--- src/rtl/text_term_ctrl_if.sv ---
// rtl/text_term_ctrl_if.sv - byte input stream and character-RAM write port of the terminal controller
interface text_term_ctrl_if #(
  parameter int ADDR_W = 13
) ();
  logic              in_valid;
  logic [7:0]        in_data;
  logic              in_ready;
  logic              wr_en;
  logic [ADDR_W-1:0] wr_addr;
  logic [7:0]        wr_data;

  modport master (
    output in_valid, in_data,
    input  in_ready, wr_en, wr_addr, wr_data
  );

  modport slave (
    input  in_valid, in_data,
    output in_ready, wr_en, wr_addr, wr_data
  );
endinterface

--- src/rtl/text_term_ctrl.sv ---
// rtl/text_term_ctrl.sv - ANSI-subset terminal controller: cursor, char-RAM writes, line lengths, ESC[ parser
// Optional screen clear on ESC[2J is built only with TEXT_TERM_CLEAR_EN defined.
module text_term_ctrl #(
  parameter  int COLS   = 80,
  parameter  int ROWS   = 60,
  parameter  int ADDR_W = 13,
  localparam int XW     = $clog2(COLS),
  localparam int YW     = $clog2(ROWS)
) (
  input  logic              clk,
  input  logic              resetn,
  text_term_ctrl_if.slave   bus,
  output logic [XW-1:0]     cur_x,
  output logic [YW-1:0]     cur_y,
  output logic [ADDR_W-1:0] cur_addr,
  output logic [XW:0]       cur_len
);

  localparam logic [7:0] CH_BS  = 8'h08;
  localparam logic [7:0] CH_LF  = 8'h0A;
  localparam logic [7:0] CH_CR  = 8'h0D;
  localparam logic [7:0] CH_ESC = 8'h1B;
  localparam logic [7:0] CH_SP  = 8'h20;
  localparam logic [7:0] CH_LB  = 8'h5B;

  typedef enum logic [1:0] {
    IDLE,
    ESC,
    CSI
`ifdef TEXT_TERM_CLEAR_EN
    , CLEAR
`endif
  } state_t;

  state_t state, state_n;

  logic [XW:0]       line_len [ROWS];
  logic [XW-1:0]     x_n;
  logic [YW-1:0]     y_n;
  logic              we_n;
  logic [ADDR_W-1:0] wa_n;
  logic [7:0]        wd_n;
  logic              len_we;
  logic [XW:0]       len_n;
  logic              clr_all;

  logic              accept;
  logic [7:0]        b;
  logic              is_print, is_param, is_final;
  logic              x_last, y_last;
  logic [XW-1:0]     x_inc, x_dec;
  logic [YW-1:0]     y_inc, y_dec;
  logic [XW:0]       x_plus1;

`ifdef TEXT_TERM_CLEAR_EN
  localparam logic [ADDR_W-1:0] LAST_ADDR = ADDR_W'(COLS*ROWS-1);
  logic              p2, p2_n;
  logic              seen, seen_n;
  logic [ADDR_W-1:0] clr_addr, clr_n;
  assign bus.in_ready = resetn && (state != CLEAR);
`else
  assign bus.in_ready = resetn;
`endif

  assign accept   = bus.in_valid && bus.in_ready;
  assign b        = bus.in_data;
  assign is_print = (b >= 8'h20) && (b <= 8'h7E);
  assign is_param = (b[7:4] == 4'h3);
  assign is_final = (b >= 8'h40) && (b <= 8'h7E);

  assign cur_addr = ADDR_W'(cur_y) * ADDR_W'(COLS) + ADDR_W'(cur_x);
  assign cur_len  = line_len[cur_y];

  assign x_last  = (cur_x == XW'(COLS-1));
  assign y_last  = (cur_y == YW'(ROWS-1));
  assign x_inc   = x_last ? '0 : cur_x + XW'(1);
  assign x_dec   = (cur_x == '0) ? XW'(COLS-1) : cur_x - XW'(1);
  assign y_inc   = y_last ? '0 : cur_y + YW'(1);
  assign y_dec   = (cur_y == '0) ? YW'(ROWS-1) : cur_y - YW'(1);
  assign x_plus1 = {1'b0, cur_x} + (XW+1)'(1);

  always_ff @(posedge clk) begin
    if (!resetn) state <= IDLE;
    else         state <= state_n;
  end

  always_comb begin
    state_n = state;
    x_n     = cur_x;
    y_n     = cur_y;
    we_n    = 1'b0;
    wa_n    = bus.wr_addr;
    wd_n    = bus.wr_data;
    len_we  = 1'b0;
    len_n   = cur_len;
    clr_all = 1'b0;
`ifdef TEXT_TERM_CLEAR_EN
    p2_n    = p2;
    seen_n  = seen;
    clr_n   = clr_addr;
`endif
    case (state)
      IDLE: begin
        if (accept) begin
          if (is_print) begin
            we_n   = 1'b1;
            wa_n   = cur_addr;
            wd_n   = b;
            len_we = 1'b1;
            len_n  = (cur_len > x_plus1) ? cur_len : x_plus1;
            x_n    = x_inc;
            if (x_last) y_n = y_inc;
          end else if (b == CH_CR) begin
            x_n = '0;
          end else if (b == CH_LF) begin
            y_n = y_inc;
          end else if (b == CH_BS) begin
            // The blank lands on the cell the cursor moves back onto.
            if (cur_x != '0) begin
              x_n  = cur_x - XW'(1);
              we_n = 1'b1;
              wa_n = cur_addr - ADDR_W'(1);
              wd_n = CH_SP;
            end
          end else if (b == CH_ESC) begin
            state_n = ESC;
`ifdef TEXT_TERM_CLEAR_EN
            p2_n    = 1'b0;
            seen_n  = 1'b0;
`endif
          end
        end
      end
      ESC: begin
        if (accept) state_n = (b == CH_LB) ? CSI : IDLE;
      end
      CSI: begin
        if (accept) begin
          if (is_param) begin
`ifdef TEXT_TERM_CLEAR_EN
            p2_n   = !seen && (b == 8'h32);
            seen_n = 1'b1;
`endif
          end else if (is_final) begin
            state_n = IDLE;
            case (b)
              8'h41: y_n = y_dec;
              8'h42: y_n = y_inc;
              8'h43: x_n = x_inc;
              8'h44: x_n = x_dec;
`ifdef TEXT_TERM_CLEAR_EN
              8'h4A: begin
                if (p2) begin
                  state_n = CLEAR;
                  clr_n   = '0;
                end
              end
`endif
              default: ;
            endcase
          end else begin
            state_n = IDLE;
          end
        end
      end
`ifdef TEXT_TERM_CLEAR_EN
      CLEAR: begin
        we_n = 1'b1;
        wa_n = clr_addr;
        wd_n = CH_SP;
        if (clr_addr == LAST_ADDR) begin
          state_n = IDLE;
          x_n     = '0;
          y_n     = '0;
          clr_all = 1'b1;
          clr_n   = '0;
        end else begin
          clr_n = clr_addr + ADDR_W'(1);
        end
      end
`endif
      default: state_n = IDLE;
    endcase
  end

  always_ff @(posedge clk) begin
    if (!resetn) begin
      cur_x       <= '0;
      cur_y       <= '0;
      bus.wr_en   <= 1'b0;
      bus.wr_addr <= '0;
      bus.wr_data <= '0;
      for (int r = 0; r < ROWS; r++) line_len[r] <= '0;
    end else begin
      cur_x       <= x_n;
      cur_y       <= y_n;
      bus.wr_en   <= we_n;
      bus.wr_addr <= wa_n;
      bus.wr_data <= wd_n;
      if (clr_all) begin
        for (int r = 0; r < ROWS; r++) line_len[r] <= '0;
      end else if (len_we) begin
        line_len[cur_y] <= len_n;
      end
    end
  end

`ifdef TEXT_TERM_CLEAR_EN
  always_ff @(posedge clk) begin
    if (!resetn) begin
      p2       <= 1'b0;
      seen     <= 1'b0;
      clr_addr <= '0;
    end else begin
      p2       <= p2_n;
      seen     <= seen_n;
      clr_addr <= clr_n;
    end
  end
`endif

endmodule
--- src/flat_wrapper.sv ---
// flat-port wrapper written by rule: the top's interface ports become plain ports
module text_term_ctrl_flat 
#(
  parameter  int COLS   = 80,
  parameter  int ROWS   = 60,
  parameter  int ADDR_W = 13,
  localparam int XW     = $clog2(COLS),
  localparam int YW     = $clog2(ROWS)
)
  (clk, resetn, cur_x, cur_y, cur_addr, cur_len, bus_in_valid, bus_in_data, bus_in_ready, bus_wr_en, bus_wr_addr, bus_wr_data);
  text_term_ctrl_if #(.ADDR_W(ADDR_W)) bus_i ();
  input  logic clk;
  input  logic resetn;
  output logic [XW-1:0] cur_x;
  output logic [YW-1:0] cur_y;
  output logic [ADDR_W-1:0] cur_addr;
  output logic [XW:0] cur_len;
  input wire logic [$bits(bus_i.in_valid)-1:0] bus_in_valid;
  input wire logic [$bits(bus_i.in_data)-1:0] bus_in_data;
  output wire logic [$bits(bus_i.in_ready)-1:0] bus_in_ready;
  output wire logic [$bits(bus_i.wr_en)-1:0] bus_wr_en;
  output wire logic [$bits(bus_i.wr_addr)-1:0] bus_wr_addr;
  output wire logic [$bits(bus_i.wr_data)-1:0] bus_wr_data;
  assign bus_i.in_valid = bus_in_valid;
  assign bus_i.in_data = bus_in_data;
  assign bus_in_ready = bus_i.in_ready;
  assign bus_wr_en = bus_i.wr_en;
  assign bus_wr_addr = bus_i.wr_addr;
  assign bus_wr_data = bus_i.wr_data;
  text_term_ctrl #(.COLS(COLS), .ROWS(ROWS), .ADDR_W(ADDR_W)) u_core (.clk(clk), .resetn(resetn), .bus(bus_i), .cur_x(cur_x), .cur_y(cur_y), .cur_addr(cur_addr), .cur_len(cur_len));
endmodule
--- config.mk ---
export PLATFORM = sky130hd
export DESIGN_NAME = text_term_ctrl_flat
export DESIGN_NICKNAME = d
export VERILOG_FILES = /design/src/rtl/text_term_ctrl_if.sv /design/src/rtl/text_term_ctrl.sv /design/src/flat_wrapper.sv
export SDC_FILE = /design/constraint.sdc
export NUM_CORES = 1
export LEC_CHECK = 0
export ABC_AREA = 1
export BUFFER_PORTS_ARGS = -buffer_cell sky130_fd_sc_hd__buf_2
export CAP_MARGIN = 20
export CELL_PAD_IN_SITES_DETAIL_PLACEMENT = 0
export CELL_PAD_IN_SITES_GLOBAL_PLACEMENT = 1
export CORE_MARGIN = 3
export CORE_UTILIZATION = 44
export DETAILED_ROUTE_END_ITERATION = 8
export PLACE_DENSITY_LB_ADDON = 0.3
export SKIP_LAST_GASP = 1
export SYNTH_ARGS = -nofsm -noshare
export SYNTH_HDL_FRONTEND = slang
export SYNTH_SLANG_ARGS = --single-unit
--- constraint.sdc ---
create_clock -name clk -period 3.12 [get_ports clk]
set_input_delay 0.156 -clock clk [delete_from_list [all_inputs] [get_ports clk]]
set_output_delay 0.156 -clock clk [all_outputs]
set_load 0.05 [all_outputs]
==> summary.md <==
| Metric | Value |
|---|---|
| Yosys cell types | 39 |
| Gp weighted congestion | 0.900 |
| Root Driver | clkbuf_16 |
| Crit path max fanout | 8 |
| Antenna diodes | 0 |
| Failing checks | negative setup slack |
| Post-DRT Antenna Nets | 0 |
| Post-layout min period | 3.54 ns |
| Dpl hpwl | ~52000 µm |
| Die ar. | 63600 µm² |
| Syn nets | 2977 |
| Hold slack | approximately 0.039 ns |
| #FFs+latches synth | 555 |
| Vias in the first global route | around 21000 |
| Clk_lat worst skew | approximately 0.64 ns |
| CP cell instances | buf_12 -> inv_16 -> buf_12 -> buf_4 -> nand2_1 -> nand3_1 -> nand3_2 -> nand2_1 -> nand2_1 -> nand3_2 -> nand3_4 -> nand2_4 -> ha_4 -> nand2_4 -> nor2_4 -> nand3_2 -> o21ai_4 -> buf_6 -> nand3_4 -> nand2_8 -> buf_4 -> buf_12 -> nor2_1 |
| Max IR drop VDD | 0.470 mV |
| Sequential area share after synthesis | between 60% and 70% |
| Clk buf depth | 3 |
| Proportion of layout cells with a drive suffix above 1 | 18.4% |
| Met3 usage | between 3 and 4% |
| CP Capture Type | flip-flop |
| Critical Path Start Type | flip-flop |
| Hold crit path type | primary input to flip-flop |
| Worst-Margin Slew | around 0.75 ns |
| Setup ws final | -0.422 ns |
| RSZ-0062 raised after global routing | yes |
| Met1 usage | 34.9% |
| Total GRT Usage | around a quarter |
| Syn_area_per_cell | 9.07 µm² |
| Power per cell area | 571 nW/µm² |
| Outcome | finished, violations left |
| Hold Fails Final Rpt | 0 |
| # DRC | 0 |
| Rel. slew slack | 49.8% |
| Period utilization | 114% |
| Die width | 252 µm |
| Initial drt markers | 2356 |
| Initial Utilization | between 40% and 50% |
| Port-buffer cells | 67 |
| CTS Buf Count | 61 |
| DR vias/cell | 5.57 |
| Critical Path AT | between 3 and 4 ns |
| Max Slew Vio Count | 0 |
| Drt pass-1 iters | 6 |
| Cells after Synth | ~2900 |
| Met2 GRT Util | 42.8% |
| Largest net degree at the start of global routing | between 40 and 50 |
| Layout Nets | roughly 3200 |
| CTS tree | built |
| Synth Cell Area | 26700 µm² |
| Global-route wire length before repair | 125000 µm |
| Area grow syn2layout | 24.7% |
| Crit Path Class | flip-flop to flip-flop |
| Routed len/inst | 21.6 µm |
| Leak pwr | 13.4 nW |
| IO Pins | 68 |
| Critical Path RT | approximately 3.5 ns |
| Row Count | 89 |
| Max Cap Viol | 0 |
| Layout Skew | 0.0206 ns |
| Place WS | -0.503 ns |
| TritonCTS Sinks | 555 |
| Core area | a little under 60000 µm² |
| Htree depth | 2 |
| Critical Path Slowest Stage Cell | dfxtp_4 |
| Detailed-route via count | 22000 |
| Slowest Stage Delay on Critical Path | just under 0.4 ns |
| Grt ovf | 0 |
| Antenna violations before repair | 1 |
| Clk slew on worst S/H paths | 0.06 ns |
| Setup-failing EPs final | 513 |
| Die height | 252 µm |
| Yosys warns | 0 |
| Fmax | 282 MHz |
| WL final | ~85000 µm |
| Gr busiest metal | met2 |
[what timing repair did]
action / 4_1_cts / 5_1_grt
setup buffers: 33 / 8
hold endpoints to repair: 8 / 0
pin swaps: 50 / 22
hold buffers: 7 / 0
setup endpoints to repair: 513 / 515
resized for setup: 166 / 39
gates cloned: 17 / 14
[logic make-up (layout without fill, tap and decap cells)]
kind of cell / Yosys count / after routing / synth area share [%]
and+or+nand+nor: 1960 / 1960 / 30.7
buffers and inverters: 279 / 515 / 4.49
adders and majority gates: 27 / 27 / 1.32
AOI/OAI and AO/OA: 100 / 100 / 2.05
DFF: 555 / 555 / 60.9
xor gates and xnor gates: 18 / 18 / 0.591
[synth_stat cells, drive strengths merged]
cell type    n  area (µm²)
nand3      487        2440
nor2       559        2120
ha          25         313
a21o         1        7.51
a211oi       2        15.0
fa           2        40.0
edfxtp     512       15400
buf        129         631
nor4         3        55.1
nand4        4        25.0
nand3b       2        15.0
o211ai      10        75.1
o21ai       45         225
clkinv       3        11.3
xnor2        2        17.5
nor3        17         101
a31oi        1        6.26
xor2        16         140
o22ai        1        6.26
nand2      888        3420
dfxtp       43         861
o31ai        3        22.5
o2111ai      1        8.76
a21oi       36         180
clkbuf      56         211
inv         91         344
[layer usage]
layer / vias to the layer above / routed length (µm) / part of all wire, %
met4: 0 / 2850 / 3.3
met3: 178 / 7200 / 8.5
met2: 906 / 40400 / 47
met5: - / 0 / 0
li1: 10200 / - / -
met1: 10700 / 34700 / 41
[path summary, 6_finish.rpt]
check                                                   startpoint                                    to  slack, ns  cells past startpoint
worst max-delay path                                     flip-flop  u_core.line_len[12][7]$_SDFFCE_PN0P_      -0.42                     23
worst min-delay path                                bus_in_data[7]          u_core.state[0]$_SDFFE_PN0P_       0.04                      6
worst max register to register                           flip-flop  u_core.line_len[12][7]$_SDFFCE_PN0P_      -0.42                     23
worst min register to register  u_core.bus.wr_data[7]$_SDFFE_PN0P_    u_core.bus.wr_data[7]$_SDFFE_PN0P_       0.43                      2
[layout make-up]
class	instances	area [µm²]
Inverter	94	374
Timing Repair Buffer	311	3570
Timing Repair inverter	1	11.3
Clock inverter	38	408
Sequential cell	555	16200
Multi-Input combinational cell	2105	10100
Clock buffer	71	1570
Tap cell	773	967
Fill cell	5211	26200
[cells in the final DEF (no fill, tap or decap), drive strengths merged, types with 3 or more instances in the layout]
master and count:
a21oi 36, buf 289, bufbuf 3, bufinv 7, clkbuf 83, clkinv 28
dfxtp 43, dlygate4sd3 7, edfxtp 512, ha 25, inv 96, nand2 888
nand3 487, nand4 4, nor2 559, nor3 17, nor4 3, o211ai 10
o21ai 45, o31ai 3, xor2 16
[state kept, by name, summed over array words and instances, names as in the netlist, named ones only]
register / cells
u_core.line_len: 512
u_core.bus.wr_addr: 13
u_core.bus.wr_data: 8
u_core.cur_x: 7
u_core.cur_y: 6
u_core.state: 2
u_core.bus.wr_en: 1
[critical path, delay by kind of cell, from the launching register on]
family	cells	cell delay [ns]
AND/OR/NAND/NOR	14	1.38
AO/OA/AOI/OAI	1	0.23
flip-flops	1	0.39
buffers and inverters	7	0.95
adder cells (fa/ha/maj)	1	0.27
[power breakdown]
part	internal [mW]	switching, mW	leakage, nW
Sequential	8.36	0.0876	5.60
Combinational	1.16	2.14	6.88
Clock	4.19	3.06	0.963
Total	13.7	5.28	13.4
[stage by stage]
step	util [%]	power [mW]	area (µm²)	TNS [ns]	std cells
3_5_place_dp	48.9	11.1	29100	-196.60	3761
5_1_grt	55.9	19.6	33300	-252.03	3948
3_3_place_gp	48.9	11.1	29100	-210.68	3761
2_1_floorplan	-	10.0	26700	0	2939
4_1_cts	54.9	18.7	32700	-105.52	3926
6_report	55.9	19.0	33300	-179.62	3948
Note: power is estimated with default switching activity, not from simulation.
